`config.mk`:
```
export PLATFORM = sky130hd
export DESIGN_NAME = pipeline_stage_skid
export DESIGN_NICKNAME = d
export VERILOG_FILES = /design/src/rtl/pipeline_stage_skid.sv
export SDC_FILE = /design/constraint.sdc
export NUM_CORES = 1
export LEC_CHECK = 0
export CAP_MARGIN = 0
export CORE_ASPECT_RATIO = 0.6
export CORE_MARGIN = 4
export CORE_UTILIZATION = 50
export DETAILED_ROUTE_END_ITERATION = 16
export PLACE_DENSITY = 0.89
export SKIP_CTS_REPAIR_TIMING = 1
export SYNTH_ARGS = -nofsm -noshare
export SYNTH_HDL_FRONTEND = slang
export SYNTH_SLANG_ARGS = --single-unit
```
`constraint.sdc`:
```
create_clock -name Clk -period 4.4 [get_ports Clk]
set_input_delay 0.88 -clock Clk [delete_from_list [all_inputs] [get_ports Clk]]
set_output_delay 0.88 -clock Clk [all_outputs]
set_load 0.005 [all_outputs]
```
`src/rtl/pipeline_stage_skid.sv`:
```
// Two-slot skid-buffered pipeline stage: registered outputs, In_Ready driven from state only.
// Define PIPELINE_STAGE_STATS_EN to add saturating Stall_Count / Flush_Count outputs.
module pipeline_stage_skid #(
    parameter int unsigned          DATA_W   = 32,
    parameter int unsigned          CTRL_W   = 16,
    parameter logic [CTRL_W-1:0]    NOP_CTRL = '0
) (
    input  logic              Clk,
    input  logic              Reset,
    input  logic              In_Valid,
    output logic              In_Ready,
    input  logic [DATA_W-1:0] In_Data,
    input  logic [CTRL_W-1:0] In_Ctrl,
    input  logic              Flush,
    output logic              Out_Valid,
    input  logic              Out_Ready,
    output logic [DATA_W-1:0] Out_Data,
    output logic [CTRL_W-1:0] Out_Ctrl,
    output logic [1:0]        Occupancy
`ifdef PIPELINE_STAGE_STATS_EN
    ,
    output logic [15:0]       Stall_Count,
    output logic [15:0]       Flush_Count
`endif
);

    typedef enum logic [1:0] {StEmpty = 2'd0, StOne = 2'd1, StFull = 2'd2} state_e;

    state_e            state_q, state_d;
    logic [DATA_W-1:0] main_data_q, main_data_d;
    logic [CTRL_W-1:0] main_ctrl_q, main_ctrl_d;
    logic [DATA_W-1:0] skid_data_q, skid_data_d;
    logic [CTRL_W-1:0] skid_ctrl_q, skid_ctrl_d;
    logic              accept;
    logic              deliver;

    assign In_Ready  = (state_q != StFull) && !Reset;
    assign Out_Valid = (state_q != StEmpty);
    assign Out_Data  = main_data_q;
    assign Out_Ctrl  = main_ctrl_q;
    assign accept    = In_Valid && In_Ready;
    assign deliver   = Out_Valid && Out_Ready;

    always_comb begin
        Occupancy = 2'd0;
        unique case (state_q)
            StOne:   Occupancy = 2'd1;
            StFull:  Occupancy = 2'd2;
            default: Occupancy = 2'd0;
        endcase
    end

    always_comb begin
        state_d     = state_q;
        main_data_d = main_data_q;
        main_ctrl_d = main_ctrl_q;
        skid_data_d = skid_data_q;
        skid_ctrl_d = skid_ctrl_q;
        if (Flush) begin
            state_d     = StEmpty;
            main_data_d = '0;
            main_ctrl_d = NOP_CTRL;
            skid_data_d = '0;
            skid_ctrl_d = NOP_CTRL;
        end else begin
            unique case (state_q)
                StEmpty: begin
                    if (accept) begin
                        state_d     = StOne;
                        main_data_d = In_Data;
                        main_ctrl_d = In_Ctrl;
                    end
                end
                StOne: begin
                    if (accept && deliver) begin
                        main_data_d = In_Data;
                        main_ctrl_d = In_Ctrl;
                    end else if (accept) begin
                        state_d     = StFull;
                        skid_data_d = In_Data;
                        skid_ctrl_d = In_Ctrl;
                    end else if (deliver) begin
                        // An empty stage must present the NOP bundle, not stale data.
                        state_d     = StEmpty;
                        main_data_d = '0;
                        main_ctrl_d = NOP_CTRL;
                    end
                end
                StFull: begin
                    if (deliver) begin
                        state_d     = StOne;
                        main_data_d = skid_data_q;
                        main_ctrl_d = skid_ctrl_q;
                        skid_data_d = '0;
                        skid_ctrl_d = NOP_CTRL;
                    end
                end
                default: begin
                    state_d     = StEmpty;
                    main_data_d = '0;
                    main_ctrl_d = NOP_CTRL;
                end
            endcase
        end
    end

    always_ff @(posedge Clk or posedge Reset) begin
        if (Reset) begin
            state_q     <= StEmpty;
            main_data_q <= '0;
            main_ctrl_q <= NOP_CTRL;
            skid_data_q <= '0;
            skid_ctrl_q <= NOP_CTRL;
        end else begin
            state_q     <= state_d;
            main_data_q <= main_data_d;
            main_ctrl_q <= main_ctrl_d;
            skid_data_q <= skid_data_d;
            skid_ctrl_q <= skid_ctrl_d;
        end
    end

`ifdef PIPELINE_STAGE_STATS_EN
    logic [15:0] stall_cnt_q, stall_cnt_d;
    logic [15:0] flush_cnt_q, flush_cnt_d;

    always_comb begin
        stall_cnt_d = stall_cnt_q;
        flush_cnt_d = flush_cnt_q;
        if (Out_Valid && !Out_Ready && (stall_cnt_q != 16'hFFFF)) begin
            stall_cnt_d = stall_cnt_q + 16'd1;
        end
        if (Flush && ((Occupancy != 2'd0) || In_Valid) && (flush_cnt_q != 16'hFFFF)) begin
            flush_cnt_d = flush_cnt_q + 16'd1;
        end
    end

    always_ff @(posedge Clk or posedge Reset) begin
        if (Reset) begin
            stall_cnt_q <= '0;
            flush_cnt_q <= '0;
        end else begin
            stall_cnt_q <= stall_cnt_d;
            flush_cnt_q <= flush_cnt_d;
        end
    end

    assign Stall_Count = stall_cnt_q;
    assign Flush_Count = flush_cnt_q;
`else
    // Statistics disabled: no counters are built.
`endif

endmodule

```
==> flow_summary.toml <==
[outcome]
status = "complete, no violations"

[synth]
yosysSeqAreaShare_pct = 51.2
syn_nets = 557
ys_warn_count = 0
synth-compound-area-share_pct = 20.1
synth-simple-area-share_pct = 13.0
yosysUniqueCellTypes = 21
synth_top_family_by_area = "compound AO/OA/AOI/OAI gates"
synth-adder-area-share_pct = 0
ys_ff_latch = 98
synth_mux_area_share_pct = 10.4
syn_area_per_cell_um2 = 9.51
synth_area_um2 = 4790
synth_xor_area_share_pct = 0
synth_cells = 504

[worst_setup_path]
worstPathRequired_ns = 3.52
crit_buf_inv = 3
arrival_ns = 2.49
path_cells = "buf_4 > nor2_1 > inv_1 > clkdlybuf4s50_1"
cp_max_fo = 38
critical_path_class = "flip-flop to output pin"
critPathMaxStageDelay_ns = 0.75
crit_path_start_kind = "flip-flop"
crit_slowest_cell = "dfrtp_2"
crit_path_end_kind = "output pin"
cpLargestDelayFamily = "buffers and inverters"

[detailed_routing]
wl_um = 12600
postRouteAntennaNets = 0
vias_per_cell = 5.69
drtIter0Drc = 339
dr.pass1.iters = 4
drc_errors = 0
drt-wirelength-per-cell_um = 17.6
dr_total_vias = 4072

[final_layout]
postLayoutCellArea_um2 = 6120
nFillCells = 720
utilization_pct = 66.1
num-nets-final = 635
n_antenna_cell = 0
drive_above_1_share_pct = 4.44
area_growth_pct = 27.7

[clock_tree]
clock_latency_ns = 0.35
cts.reportedPaths.clkPinSlew_ns = 0.07
numClockSinks = 98
cts_tree = "yes"
htreeDepth = 3
cts_buffers = 9
cts-root-buf = "clkbuf_16"
cts_buffer_depth = 2

[timing]
setup_violations = 0
period_share_pct = 76.6
setup_ws_ns = 1.03
slew_headroom_pct = 22.6
fin_skew_ns = 0.00831
rsz0062_at_grt = "false"
hold_viol = 0
setup_tns_ns = 0
drv_slew = 0
fmax_ghz = 0.297
tightest_slew_ns = 1.16
fin_crit_ns = 3.37

[power_and_ir_drop]
power.density_nw_per_um2 = 349
leakage_nw = 2.52
total_power_mw = 2.14
ir_drop_v = 0.000229

[grt]
grt_pass1_wl_um = 21100
grt_max_degree = 97
grt_overflow = 0
grt_pass1_vias = 4077
antenna_found_initial = 0
grt.total_usage_pct = 23.3

[floorplanning]
dieArea_um2 = 11300
die_w_um = 134
rows = 27
die_h_um = 83.8
initial_core_util_pct = 51.8
io_pins = 105
core_area_um2 = 9260

[placed_design]
dpl_cell_area_um2 = 5830
pre_cts_slack_ns = 1.15
dp_hpwl_um = 7930
port_buffers = 104
gp_congestion = 0.790

[hold_path]
hp-class = "flip-flop to flip-flop"

[run]
cap_violations = 0
==> state kept, by name, summed over array words and instances (netlist names) <==
signal	count
skid_ctrl_q	16
Out_Ctrl	16
skid_data_q	32
Out_Data	32
state_q	2
==> worst min-delay path: cells and delay by family, from the launching register on <==
| kind | cells | cell delay (ns) |
|---|---|---|
| AND/OR/NAND/NOR | 1 | 0.05 |
| AO/OA/AOI/OAI | 1 | 0.06 |
| flip-flops | 1 | 0.34 |
==> cell type report <==
class / count / area [um^2] / area share (%)
repair buffers: 110 / 1090 / 17.8
well taps: 130 / 163 / 2.66
flip-flops and latches: 98 / 2450 / 40.1
clock buffers: 12 / 246 / 4.03
clock inverters: 3 / 40.0 / 0.654
multi-input cells: 360 / 2120 / 34.6
inverters: 3 / 13.8 / 0.225
==> per-stage QoR <==
stage,hold slack (ns),instances
finish,0.482,716
global route,0.503,716
detailed placement,0.470,701
global placement,0.461,701
floorplan,0.448,504
CTS,0.484,716
==> kinds of logic (layout without fill, tap and decap cells) <==
family	count (synthesis)	in the layout
AND/OR/NAND/NOR	159	159
buffers and inverters	46	128
flip-flops	98	98
AO/OA/AOI/OAI	151	151
multiplexers	50	50
==> cell usage after synthesis, drive strengths merged <==
library cell / n / area share [%]
mux2i: 50 / 10
a311oi: 1 / 0.55
nor2b: 4 / 0.52
dfrtp: 98 / 51
inv: 3 / 0.23
a21oi: 3 / 0.31
and4bb: 1 / 0.26
nor2: 6 / 0.47
o21ai: 97 / 10
and3b: 1 / 0.18
clkbuf: 15 / 1.2
nand2b: 1 / 0.13
o22a: 1 / 0.18
a221oi: 1 / 0.18
nor3: 1 / 0.10
a22o: 48 / 8.8
buf: 28 / 3.8
nand2: 145 / 11
==> per-layer routing <==
layer	up-vias	global-route usage, %	wire [um]
li1	1894	-	-
met2	161	35.1	5560
met1	1996	33.7	5960
met3	21	5.60	887
met5	-	0	0
met4	0	6.38	224
==> path summary, 6_finish.rpt <==
kind	from	endpoint	slack, ns	depth (start not counted)
worst min register to register	skid_ctrl_q[9]	skid_ctrl_q[9]	0.48	2
worst min-delay path	skid_ctrl_q[9]	skid_ctrl_q[9]	0.48	2
worst max-delay path	state_q[1]	Out_Valid	1.03	4
max in group asynchronous	Reset	Out_Ctrl[3]	2.58	3
min in group asynchronous	Reset	state_q[0]	1.04	2
worst max register to register	state_q[1]	Out_Ctrl[12]	1.31	5
==> power breakdown <==
part	internal (mW)	switching, mW	leakage (nW)	total (mW)
registers	0.970	0.0455	1.30	1.02
logic	0.168	0.174	1.08	0.342
clock network	0.452	0.327	0.142	0.779
==> cell usage in the layout (no fill, tap or decap), drive strengths merged <==
cell type and instances:
a221oi 1, mux2i 50, nand2 145, and4bb 1
a311oi 1, o21ai 97, bufinv 1, a22o 48
clkdlybuf4s50 104, clkinv 2, dfrtp 98, nor2 6
and3b 1, inv 3, clkbuf 12, nand2b 1
a21oi 3, buf 6, o22a 1, nor2b 4
nor3 1
(Power assumes the default switching activity.)
